<file path="src/rtl/rv32_mem_pkg.sv">
// Shared RV32 load/store FUNCT3 codes and the stage-4 access FSM encoding.
// Used by stage4_mem_access_unit and load_extend_unit.
package rv32_mem_pkg;

  localparam logic [2:0] LB  = 3'b000;
  localparam logic [2:0] LH  = 3'b001;
  localparam logic [2:0] LW  = 3'b010;
  localparam logic [2:0] LBU = 3'b100;
  localparam logic [2:0] LHU = 3'b101;
  localparam logic [2:0] SB  = 3'b000;
  localparam logic [2:0] SH  = 3'b001;
  localparam logic [2:0] SW  = 3'b010;

  typedef enum logic [1:0] {
    ST_IDLE   = 2'd0,
    ST_ACCESS = 2'd1,
    ST_DONE   = 2'd2
  } state_e;

endpackage

</file>
<file path="src/rtl/stage4_mem_access_unit_load_extend.sv">
// Picks the addressed byte/halfword out of a bus word and extends it
// according to the RV32 load FUNCT3 encoding.
module load_extend_unit
  import rv32_mem_pkg::*;
(
  input  logic [31:0] word_i,
  input  logic [1:0]  lane_i,
  input  logic [2:0]  funct3_i,
  output logic [31:0] data_o
);

  logic [7:0]  byte_v;
  logic [15:0] half_v;

  always_comb begin
    unique case (lane_i)
      2'd0:    byte_v = word_i[7:0];
      2'd1:    byte_v = word_i[15:8];
      2'd2:    byte_v = word_i[23:16];
      default: byte_v = word_i[31:24];
    endcase
    half_v = lane_i[1] ? word_i[31:16] : word_i[15:0];
    unique case (funct3_i)
      LB:      data_o = {{24{byte_v[7]}}, byte_v};
      LH:      data_o = {{16{half_v[15]}}, half_v};
      LBU:     data_o = {24'h0, byte_v};
      LHU:     data_o = {16'h0, half_v};
      default: data_o = word_i;
    endcase
  end

endmodule

</file>
<file path="src/rtl/stage4_mem_access_unit.sv">
// Stage-4 load/store engine: lane alignment, busywait handshake, timeout.
// Optional misaligned-access trap: define MEM_MISALIGN_TRAP_EN.
module stage4_mem_access_unit
  import rv32_mem_pkg::*;
#(
  parameter int MAX_WAIT = 255
) (
  input  logic        CLK,
  input  logic        RESET,
  input  logic        STAGE4_MEM_READ,
  input  logic        STAGE4_MEM_WRITE,
  input  logic [2:0]  FUNCT3,
  input  logic [31:0] ADDRESS,
  input  logic [31:0] STORE_DATA,
  input  logic        FORWARD_SEL,
  input  logic [31:0] MEM_READDATA,
  input  logic        MEM_BUSYWAIT,
  output logic        MEM_READ,
  output logic        MEM_WRITE,
  output logic [31:0] MEM_ADDRESS,
  output logic [31:0] MEM_WRITEDATA,
  output logic [3:0]  MEM_BYTEMASK,
  output logic [31:0] LOAD_DATA,
  output logic        STALL,
`ifdef MEM_MISALIGN_TRAP_EN
  output logic        BUS_ERROR,
  output logic        MISALIGN_EXCEPTION
`else
  output logic        BUS_ERROR
`endif
);

  localparam int WW = $clog2(MAX_WAIT + 1);

  state_e        state_q, state_d;
  logic [WW-1:0] wait_q, wait_d;
  logic          rd_q, rd_d;
  logic          wr_q, wr_d;
  logic [31:0]   addr_q, addr_d;
  logic [31:0]   wdata_q, wdata_d;
  logic [3:0]    mask_q, mask_d;
  logic [1:0]    lane_q, lane_d;
  logic [2:0]    f3_q, f3_d;
  logic          is_load_q, is_load_d;
  logic [31:0]   load_q, load_d;
  logic [31:0]   last_q, last_d;
  logic          err_q, err_d;
`ifdef MEM_MISALIGN_TRAP_EN
  logic          mis_q, mis_d;
`endif

  logic          req, is_wr, trap, timeout;
  logic [WW-1:0] wait_inc;
  logic [31:0]   src, st_data, ext_data;
  logic [3:0]    st_mask;

  assign req      = STAGE4_MEM_READ | STAGE4_MEM_WRITE;
  assign is_wr    = STAGE4_MEM_WRITE;
  assign src      = FORWARD_SEL ? last_q : STORE_DATA;
  assign wait_inc = wait_q + WW'(1);
  assign timeout  = MEM_BUSYWAIT && (wait_inc == WW'(MAX_WAIT));

`ifdef MEM_MISALIGN_TRAP_EN
  assign trap = (FUNCT3[1:0] == 2'b01 && ADDRESS[0]) ||
                (FUNCT3 == LW && ADDRESS[1:0] != 2'b00);
`else
  assign trap = 1'b0;
`endif

  // Data is replicated across lanes; the mask selects the live ones.
  always_comb begin
    unique case (FUNCT3[1:0])
      2'b00: begin
        st_data = {4{src[7:0]}};
        st_mask = 4'b0001 << ADDRESS[1:0];
      end
      2'b01: begin
        st_data = {2{src[15:0]}};
        st_mask = ADDRESS[1] ? 4'b1100 : 4'b0011;
      end
      default: begin
        st_data = src;
        st_mask = 4'b1111;
      end
    endcase
  end

  load_extend_unit u_ext (
    .word_i   (MEM_READDATA),
    .lane_i   (lane_q),
    .funct3_i (f3_q),
    .data_o   (ext_data)
  );

  always_ff @(posedge CLK or posedge RESET) begin
    if (RESET) state_q <= ST_IDLE;
    else       state_q <= state_d;
  end

  always_comb begin
    state_d = state_q;
    unique case (state_q)
      ST_IDLE: begin
        if (req) state_d = trap ? ST_DONE : ST_ACCESS;
      end
      ST_ACCESS: begin
        if (!MEM_BUSYWAIT || timeout) state_d = ST_DONE;
      end
      ST_DONE: state_d = ST_IDLE;
      default: state_d = ST_IDLE;
    endcase
  end

  always_comb begin
    wait_d    = wait_q;
    rd_d      = rd_q;
    wr_d      = wr_q;
    addr_d    = addr_q;
    wdata_d   = wdata_q;
    mask_d    = mask_q;
    lane_d    = lane_q;
    f3_d      = f3_q;
    is_load_d = is_load_q;
    load_d    = load_q;
    last_d    = last_q;
    err_d     = 1'b0;
`ifdef MEM_MISALIGN_TRAP_EN
    mis_d     = 1'b0;
`endif
    unique case (state_q)
      ST_IDLE: begin
        if (req) begin
          addr_d    = {ADDRESS[31:2], 2'b00};
          lane_d    = ADDRESS[1:0];
          f3_d      = FUNCT3;
          wdata_d   = st_data;
          mask_d    = is_wr ? st_mask : 4'b0000;
          wait_d    = '0;
          is_load_d = !is_wr && !trap;
          rd_d      = !is_wr && !trap;
          wr_d      = is_wr && !trap;
`ifdef MEM_MISALIGN_TRAP_EN
          mis_d     = trap;
`endif
        end
      end
      ST_ACCESS: begin
        if (!MEM_BUSYWAIT) begin
          rd_d = 1'b0;
          wr_d = 1'b0;
          if (is_load_q) load_d = ext_data;
        end else if (timeout) begin
          rd_d   = 1'b0;
          wr_d   = 1'b0;
          err_d  = 1'b1;
          load_d = '0;
        end else begin
          wait_d = wait_inc;
        end
      end
      ST_DONE: begin
        if (is_load_q) last_d = load_q;
      end
      default: ;
    endcase
  end

  always_ff @(posedge CLK or posedge RESET) begin
    if (RESET) begin
      wait_q    <= '0;
      rd_q      <= 1'b0;
      wr_q      <= 1'b0;
      addr_q    <= '0;
      wdata_q   <= '0;
      mask_q    <= '0;
      lane_q    <= '0;
      f3_q      <= '0;
      is_load_q <= 1'b0;
      load_q    <= '0;
      last_q    <= '0;
      err_q     <= 1'b0;
`ifdef MEM_MISALIGN_TRAP_EN
      mis_q     <= 1'b0;
`endif
    end else begin
      wait_q    <= wait_d;
      rd_q      <= rd_d;
      wr_q      <= wr_d;
      addr_q    <= addr_d;
      wdata_q   <= wdata_d;
      mask_q    <= mask_d;
      lane_q    <= lane_d;
      f3_q      <= f3_d;
      is_load_q <= is_load_d;
      load_q    <= load_d;
      last_q    <= last_d;
      err_q     <= err_d;
`ifdef MEM_MISALIGN_TRAP_EN
      mis_q     <= mis_d;
`endif
    end
  end

  assign STALL = !RESET &&
                 ((state_q == ST_IDLE && req) || state_q == ST_ACCESS);

  assign MEM_READ      = rd_q;
  assign MEM_WRITE     = wr_q;
  assign MEM_ADDRESS   = addr_q;
  assign MEM_WRITEDATA = wdata_q;
  assign MEM_BYTEMASK  = mask_q;
  assign LOAD_DATA     = load_q;
  assign BUS_ERROR     = err_q;
`ifdef MEM_MISALIGN_TRAP_EN
  assign MISALIGN_EXCEPTION = mis_q;
`endif

endmodule
</file>
<file path="config.mk">
export PLATFORM = sky130hd
export DESIGN_NAME = stage4_mem_access_unit
export DESIGN_NICKNAME = d
export VERILOG_FILES = /design/src/rtl/rv32_mem_pkg.sv /design/src/rtl/stage4_mem_access_unit_load_extend.sv /design/src/rtl/stage4_mem_access_unit.sv
export SDC_FILE = /design/constraint.sdc
export NUM_CORES = 1
export LEC_CHECK = 0
export CAP_MARGIN = 20
export CORE_UTILIZATION = 35
export CTS_CLUSTER_DIAMETER = 80
export DETAILED_ROUTE_END_ITERATION = 7
export GPL_TIMING_DRIVEN = 0
export SKIP_LAST_GASP = 1
export SLEW_MARGIN = 20
export SYNTH_ARGS = -nofsm -noshare
export SYNTH_HDL_FRONTEND = slang
export SYNTH_HIERARCHICAL = 1
export SYNTH_SLANG_ARGS = --single-unit
</file>
<file path="constraint.sdc">
create_clock -name CLK -period 4.2 [get_ports CLK]
set_input_delay 0.42 -clock CLK [delete_from_list [all_inputs] [get_ports CLK]]
set_output_delay 0.42 -clock CLK [all_outputs]
set_load 0.005 [all_outputs]
</file>
# Word-level counts from Yosys, hierarchy flattened
# Index checks and enable logic that the tools add are counted.
[word_totals]
mem_count = 0
ramBits = 0
in_bits = 105
word_cells = 78
output_inout_bits = 104
latch_bits = 0
reg_bits = 149
mem_bits_ro = 0
[classes]
mux = 27
multipliers = 0
reduce_logical = 20
shifts = 1
n_div = 0
n_bitwise = 1
addsub = 1
n_eq_ne = 15
magnitude_cmp = 0
[op_table]
columns = ["operator", "count"]
rows = [
  ["$mux 32", 4],
  ["$pmux 32 s4", 1],
  ["$pmux 32 s2", 1],
  ["$mux 8", 3],
  ["$pmux 8 s3", 1],
  ["$mux 16", 1],
  ["$pmux 8 s2", 1],
  ["$add 8x1->8 const B", 1],
  ["$eq 8x8->1 const B", 1],
  ["$mux 4", 2],
  ["$ne 2x2->1 const B", 4],
  ["$pmux 4 s2", 1],
  ["$mux 1", 7],
  ["$eq 2x1->1 const B", 3],
  ["$eq 3x3->1 const B", 2],
  ["$logic_not 2->1", 3],
  ["$reduce_and 2->1", 3],
  ["$reduce_and 3->1", 2],
  ["$eq 2x2->1 const B", 2],
  ["$mux 2", 2],
  ["$pmux 1 s2", 2],
  ["$pmux 2 s2", 1],
  ["$reduce_and 4->1", 1],
  ["$reduce_bool 2->1", 2],
  ["9 further kinds", 14],
]

# Logic depth before layout (Yosys ltp)
# Gate-level depths: netlist of run 1.
[depth]
depth_word = 6
ltp_mapped = 9
ltp_nobuf = 8

# By module
# Netlist of run 1, hierarchy kept.
[by_module_without_submodules]
columns = ["module", "area_each_um2", "cells_each", "n_inst", "seq_area_each_um2"]
rows = [
  ["stage4_mem_access_unit", 7327.0, 591, 1, 3728.6],
  ["load_extend_unit", 723.2, 131, 1, 0.0],
]

# Least setup slack after synthesis of run 1
# OpenSTA, ideal clock, no wires.
[synth_timing]
path_kind = "reg2reg"
startpoint = "reg wait_q[0]"
endpoint = "reg load_q[10], in the netlist LOAD_DATA[10]"
path_stages_with_launch = 8
n_path_buf = 1
synth_period_minus_slack_ns = 1.956
setup_ns = 0.145
required_time_ns = 4.055
arrival_ns = 1.810
setup_slack_ns = 2.244
path_cell_list = "dfrtp_1 ha_1 nand3_1 or3_4 a211o_4 nor2_8 buf_12 o221ai_2"
[synth_via]
elab_chain_len = 5
[synth_rtl]
columns = ["element", "line_no", "text"]
rows = [
  ["start, declared", "stage4_mem_access_unit.sv:36", "logic [WW-1:0] wait_q, wait_d;"],
  ["start signal, assigned", "stage4_mem_access_unit.sv:186", "wait_q <= wait_d;"],
  ["$add 8x1->8", "stage4_mem_access_unit.sv:60", "assign wait_inc = wait_q + WW'(1);"],
  ["$eq 8x8->1", "stage4_mem_access_unit.sv:61", "assign timeout = MEM_BUSYWAIT && (wait_inc == WW'(MAX_WAIT));"],
  ["$logic_and 1x1->1", "stage4_mem_access_unit.sv:61", ""],
  ["$ne 2x1->1 (no source line)", "-", ""],
  ["$reduce_and 3->1 (no source line)", "-", ""],
  ["end signal, assigned", "stage4_mem_access_unit.sv:195", "load_q <= load_d;"],
  ["end, declared", "stage4_mem_access_unit.sv:45", "logic [31:0] load_q, load_d;"],
]
# Every way passes these cells.
# A chain may end at the register's enable or synchronous reset.

# Worst setup path in the final report of run 1
[layout_timing]
startpoint = "in STAGE4_MEM_WRITE"
endpoint = "out STALL"
[layout_via]
elab_chain_len = 4
[layout_rtl]
columns = ["element", "line_no", "text"]
rows = [
  ["start, declared", "stage4_mem_access_unit.sv:11", "input logic STAGE4_MEM_WRITE,"],
  ["$or 1x1->1", "stage4_mem_access_unit.sv:57", "assign req = STAGE4_MEM_READ | STAGE4_MEM_WRITE;"],
  ["$logic_and 1x1->1", "stage4_mem_access_unit.sv:205", "((state_q == ST_IDLE && req) || state_q == ST_ACCESS);"],
  ["$logic_or 1x1->1", "stage4_mem_access_unit.sv:205", ""],
  ["$logic_and 1x1->1", "stage4_mem_access_unit.sv:204", "assign STALL = !RESET &&"],
  ["end, declared", "stage4_mem_access_unit.sv:24", "output logic STALL,"],
]
# Every way passes these cells.

==> run summary, run 1 <==
Outcome = complete, no violations
Routed WL per cell = 19.8 um
DR pass1 iterations = 7
Die height = 154 um
Area growth, synth to finish = 38.5%
Avg Synthesized Cell Area = 11.1 um2
Routed WL = 24800 um
Tcrit/Tclk final = 79.1%
Internal power = 5.08 mW
CTS Buf Count = 17
Worst-Margin Slew = 0.906 ns
GPL Wtd Cong = 0.924
CP Cell Sequence = clkdlybuf4s50_1 > o21ai_1 > clkbuf_1 > clkbuf_1 > a21oi_1 > clkdlybuf4s50_1
Post-CTS setup buffer count = 0
P_leak = 4.50 nW
Top FF cell, synth = dfrtp_1
Global-route wire length before repair = 39300 um
DP HPWL = 19300 um
Root buffer cell = clkbuf_16
Yosys top cell by area = dfrtp_1
CP startpoint kind = primary input
Ys Warns = 6
Crit path launch = STAGE4_MEM_WRITE
Total grt overflow = 0
Initial antenna violation count = 0
DRC = 0
IO Pins = 209
Layout cells sized above 1 = 19.8%
GRT Total Usage = 21.9%
Fin crit period = 3.32 ns
Sink Count = 149
Port Buf Inserts = 204
Max cap viols = 0
CTS tree = done
Drt first-iter violations = 470
Post-CTS Hold Buffers = 0
F_max = 0.301 GHz
Synth cell types = 52
Place WS = 0.824 ns
Cts repair resizes = 0
# placed instances = 1217
Seq cells post-synth = 149
Crit end category = output port
Vias in the first global route = 6691
Antenna cells = 0
Initial core utilization = 35.7%
R2r startpoint = lane_q[1]
Sequential power share = 35.3%
Hold_ws = 0.314 ns
Worst reg2reg setup slack = 1.83 ns
Worst-path clk slew = 0.07 ns
Yosys top cell area share = 46.3%
Sw Share = 36.4%
DIE AREA = 23600 um2
Net count, final = 1058
Worst vdd ir = 284 uV
Post-synth EDFFs = 0
WP data arrival = 2.90 ns
Via-to-Cell Ratio = 5.37
Type of the worst setup path = primary input to output port
Via count = 6704
Critical Path RT = 3.78 ns
FF-to-FF End = LOAD_DATA[6]
Max Slew Vio Count = 0
Hold crit path type = primary input to asynchronous set/reset pin
Reg2Reg Depth = 8
Top-count cell post-synth = dfrtp_1
Area of the core = 22600 um2
Gate count of the mapped netlist = 722
Worst slew margin = 39.1%
Post-synth ARST share = 100%
Final setup viols = 0
Antenna-violating nets left = 0
Clk_lat worst skew = 0.43 ns
Mapped cell area = 8050 um2
Area contributors post-synth = dfrtp_1 (46%), mux2_2 (11%), mux4_2 (6.7%), nand2_1 (6.2%), o221ai_2 (5.6%)
Power Density = 717 nW/um2
Non-Filler Instances = 1249
Synth cell count leaders = dfrtp_1 (149), nand2_1 (134), mux2_2 (82)
Die span in x = 154 um
Crit path max-delay cell type = clkdlybuf4s50_1
Largest net degree at the start of global routing = 34
Clock power frac = 19.2%
PnR worst setup slack = 0.878 ns
Worst clock skew = 0.00949 ns
H-tree Lvls = 4
Sw power = 2.91 mW
Gate power share = 45.5%
Clock Path Buffers = 2
Sequential-to-total area share from yosys stat = 46.3%
Worst-path maximum fanout = 10
Hold Fails Final Rpt = 0
Row cnt = 55
RSZ-0062 raised after global routing = no
Fin Setup TNS = 0 ns
CP peak stage delay = 0.49 ns
-- kinds of logic after synthesis --
group | after synthesis | synth area share (%)
AOI/OAI and AO/OA | 168 | 16.6
buffers and inverters | 71 | 4.24
and+or+nand+nor | 203 | 11.5
adders and majority gates | 2 | 0.311
DFF | 149 | 46.3
muxes | 126 | 20.7
xor gates and xnor gates | 2 | 0.311
other | 1 | 0.0466
-- worst max path at each step --
stage / end / cells past startpoint / slack (ns)
final: STALL / 6 / 0.88
after global routing: STALL / 6 / 0.65
after CTS: STALL / 6 / 0.82
after detailed placement: STALL / 6 / 0.82
after global placement: LOAD_DATA[20] / 2 / 0.47
after floorplan: BUS_ERROR / 1 / 1.91
-- stage by stage --
stage | power [mW] | cell area, um2 | util [%]
finish | 7.99 | 11100 | 49.4
global route | 8.52 | 11100 | 49.4
CTS | 8.04 | 11100 | 49.4
detailed placement | 6.49 | 10600 | 46.8
global placement | 6.40 | 10500 | 46.3
floorplan | 4.63 | 8060 | -
-- power by group through the flow --
stage | Combinational [mW] | Sequential, mW | Clock [mW]
floorplan | 2.02 | 2.60 | 0
global placement | 3.60 | 2.80 | 0
detailed placement | 3.65 | 2.83 | 0
CTS | 3.66 | 2.81 | 1.56
global route | 3.98 | 2.92 | 1.62
finish | 3.64 | 2.82 | 1.53
-- final cells by class --
type                    instances  area [um2]
plain buffers                  59         297
clock buffers                  19         443
clock inverters                13         149
inverters                      12        48.8
fillers                      2041       11400
flip-flops and latches        149        3730
well taps                     285         357
repair buffers                209        2140
multi-input cells             503        3980
-- layout by cell type, fill, tap and decap left out, types with 3 or more instances in the layout --
cell type	count
nand2b_1	7
clkdlybuf4s50_1	204
inv_1	10
mux4_2	24
and2_1	3
o221ai_1	5
mux2_2	82
a221o_1	8
mux2i_1	19
a21oi_1	8
clkinvlp_4	4
buf_2	3
clkbuf_16	17
o21ai_1	10
nand3_1	10
dfrtp_1	149
buf_1	5
clkinv_4	4
or3_1	4
nand2_1	134
a22oi_1	38
nor2b_1	22
nor2_1	11
o21ai_0	57
buf_12	8
clkbuf_1	45
o221ai_2	30
inv_6	3
-- per-layer routing --
metal / share of wire (%) / up-vias / track usage [%]
met4: 1.7 / 0 / 7.57
met2: 46 / 245 / 33.6
met3: 5.6 / 23 / 3.49
met5: 0 / - / 0
met1: 47 / 3318 / 31.2
li1: - / 3118 / -
-- flip-flops by register name, indices dropped and copies added (netlist names), 2 cells and up --
signal and flops:
LOAD_DATA 32, MEM_WRITEDATA 32, last_q 32, MEM_ADDRESS 30, wait_q 8, MEM_BYTEMASK 4
f3_q 3, lane_q 2, state_q 2
-- critical path, delay by kind of cell --
family / cells / cell delay, ns
AO/OA/AOI/OAI: 2 / 0.59
buffers and inverters: 4 / 1.88
(Power assumes the default switching activity.)
==> inputs of run 2 (changes only) <==
Clock period 4.2 ns to 3.18 ns, I/O delays scaled along.
==> run 2 against run 1 <==
  * Register-to-register slack got worse by 0.96 ns
  * Clock skew about the same
  * Via count decreased by 0.61%
  * Design area about the same
  * Count of clock-buffer cells in the layout unchanged
  * Sequential power increased by 32%
  * Utilization about the same
  * Total power increased by 32%
  * Sequential cell count unchanged
  * Worst setup slack got worse by 0.66 ns
  * Global-route usage about the same
  * Combinational power increased by 32%
  * Largest power group unchanged
==> run summary, run 2 (same netlist as run 1, synthesis figures left out) <==
Area growth, synth to finish = 38.5% (about the same)
Vias in the first global route = 6686 (-0.075%)
Die span in x = 154 um (unchanged)
Max Slew Vio Count = 0 (unchanged)
DP HPWL = 19300 um (unchanged)
Row cnt = 55 (unchanged)
CTS Buf Count = 17 (unchanged)
Die height = 154 um (unchanged)
Sink Count = 149 (unchanged)
WP data arrival = 2.64 ns (-0.26 ns)
M2 GR Usage = 33.8% (+0.13 points)
Total grt overflow = 0 (unchanged)
Most common cell after layout, fill and taps aside = clkdlybuf4s50_1
Hold Fails Final Rpt = 0 (unchanged)
DIE AREA = 23600 um2 (unchanged)
GRT Total Usage = 21.9% (about the same)
Multi-input gate area = 3980 um2 (unchanged)
Via count = 6663 (-0.61%)
RSZ-0062 raised after global routing = no
Power Density = 946 nW/um2 (+32%)
F_max = 0.338 GHz
IO Pins = 209 (unchanged)
Reg2Reg Depth = 7 (-1)
Worst-path maximum fanout = 10 (unchanged)
Post-DP Area = 10600 um2 (unchanged)
Root buffer cell = clkbuf_16
Layout cells sized above 1 = 19.9% (+0.10 points)
Final setup viols = 0 (unchanged)
Fin Setup TNS = 0 ns (unchanged)
DR pass1 iterations = 7 (unchanged)
Hold crit path type = primary input to asynchronous set/reset pin
Met1 Resource Use GR = 31.3% (+0.036 points)
Worst reg2reg setup slack = 0.87 ns (-0.96 ns)
Worst vdd ir = 375 uV (+32%)
Tcrit/Tclk final = 93.1%
Critical Path RT = 2.86 ns (-0.92 ns)
CTS tree = done
Worst slew margin = 41.4% (+2.2 points)
Net count, final = 1058 (unchanged)
Largest net degree at the start of global routing = 34 (unchanged)
CP startpoint kind = primary input
GPL Wtd Cong = 0.924 (unchanged)
Commonest non-fill, non-tap cells in the layout = clkdlybuf4s50_1 (204), dfrtp_1 (149), nand2_1 (134)
Post-CTS setup buffer count = 0 (unchanged)
Worst-Margin Slew = 0.872 ns (-0.0335 ns)
Routed WL per cell = 19.8 um (about the same)
Area of the core = 22600 um2 (unchanged)
Drt first-iter violations = 456 (-3.0%)
Crit end category = output port
Clock Path Buffers = 2 (unchanged)
DRC = 0 (unchanged)
GR peak layer = met2
Type of the worst setup path = primary input to output port
Initial core utilization = 35.7% (unchanged)
Worst-path clk slew = 0.07 ns (about the same)
Met3 GRT Util = 3.49% (unchanged)
Outcome = complete, no violations
Initial antenna violation count = 0 (unchanged)
Final-layout fill cell count = 2041 (unchanged)
Global-route wire length before repair = 39400 um (+0.12%)
H-tree Lvls = 4 (unchanged)
Via-to-Cell Ratio = 5.33 (-0.61%)
Worst clock skew = 0.00971 ns (+0.000223 ns)
P_leak = 4.51 nW (about the same)
Antenna cells = 0 (unchanged)
Port Buf Inserts = 204 (unchanged)
Routed WL = 24800 um (about the same)
Flip-flop and latch area = 3730 um2 (unchanged)
Clk_lat worst skew = 0.43 ns (about the same)
Design Area, Final = 11100 um2 (about the same)
Fin crit period = 2.96 ns
Max cap viols = 0 (unchanged)
Antenna-violating nets left = 0 (unchanged)
run 2: what timing repair did:
item,4_1_cts,5_1_grt
setup endpoints to repair,0,1
gates resized for setup,0,2
hold buffers,0,0
hold endpoints to repair,0,0
run 2: area by class of cell:
class	instances	area share, %
clock buffers	19	3.97
inverters	12	0.438
plain buffers	59	2.67
flip-flops and latches	149	33.4
repair buffers	209	19.2
multi-input cells	503	35.7
clock inverters	13	1.34
well taps	285	3.20
run 2: where the power goes:
group / leakage [nW] / total, mW / internal [mW] / switching, mW
Sequential: 1.76 / 3.72 / 2.81 / 0.917
Clock: 0.281 / 2.02 / 1.19 / 0.834
Combinational: 2.47 / 4.81 / 2.72 / 2.08
run 2: worst max-delay path: stages:
cell,delay [ns]
clkdlybuf4s50_1,0.49
o21ai_1,0.47
clkbuf_2,0.35
clkbuf_1,0.39
a21oi_1,0.12
clkdlybuf4s50_1,0.49
run 2: final timing paths:
path                                   startpoint                end
worst max-delay path             STAGE4_MEM_WRITE              STALL
worst min-delay path                        RESET    MEM_ADDRESS[28]
worst max register to register          lane_q[1]       LOAD_DATA[6]
worst min register to register  MEM_WRITEDATA[29]  MEM_WRITEDATA[29]
max in group asynchronous                   RESET     MEM_ADDRESS[7]
min in group CLK                     MEM_BUSYWAIT          BUS_ERROR
run 2: layer usage:
metal  vias up  routed length, um
met5         -                  0
met4         0                379
met3        23               1500
met2       230              11400
met1      3296              11400
li1       3114                  -
run 2: metrics by stage:
step | cells | hold slack (ns) | util, % | setup WS (ns) | power, mW
floorplan | 723 | 0.404 | - | 0.987 | 6.11
global placement | 1212 | 0.464 | 46.3 | -0.444 | 8.45
detailed placement | 1217 | 0.471 | 46.8 | 0.00815 | 8.57
CTS | 1249 | 0.209 | 49.4 | 0.00213 | 10.6
global route | 1249 | 0.224 | 49.4 | 0.0225 | 11.2
finish | 1249 | 0.212 | 49.4 | 0.221 | 10.5
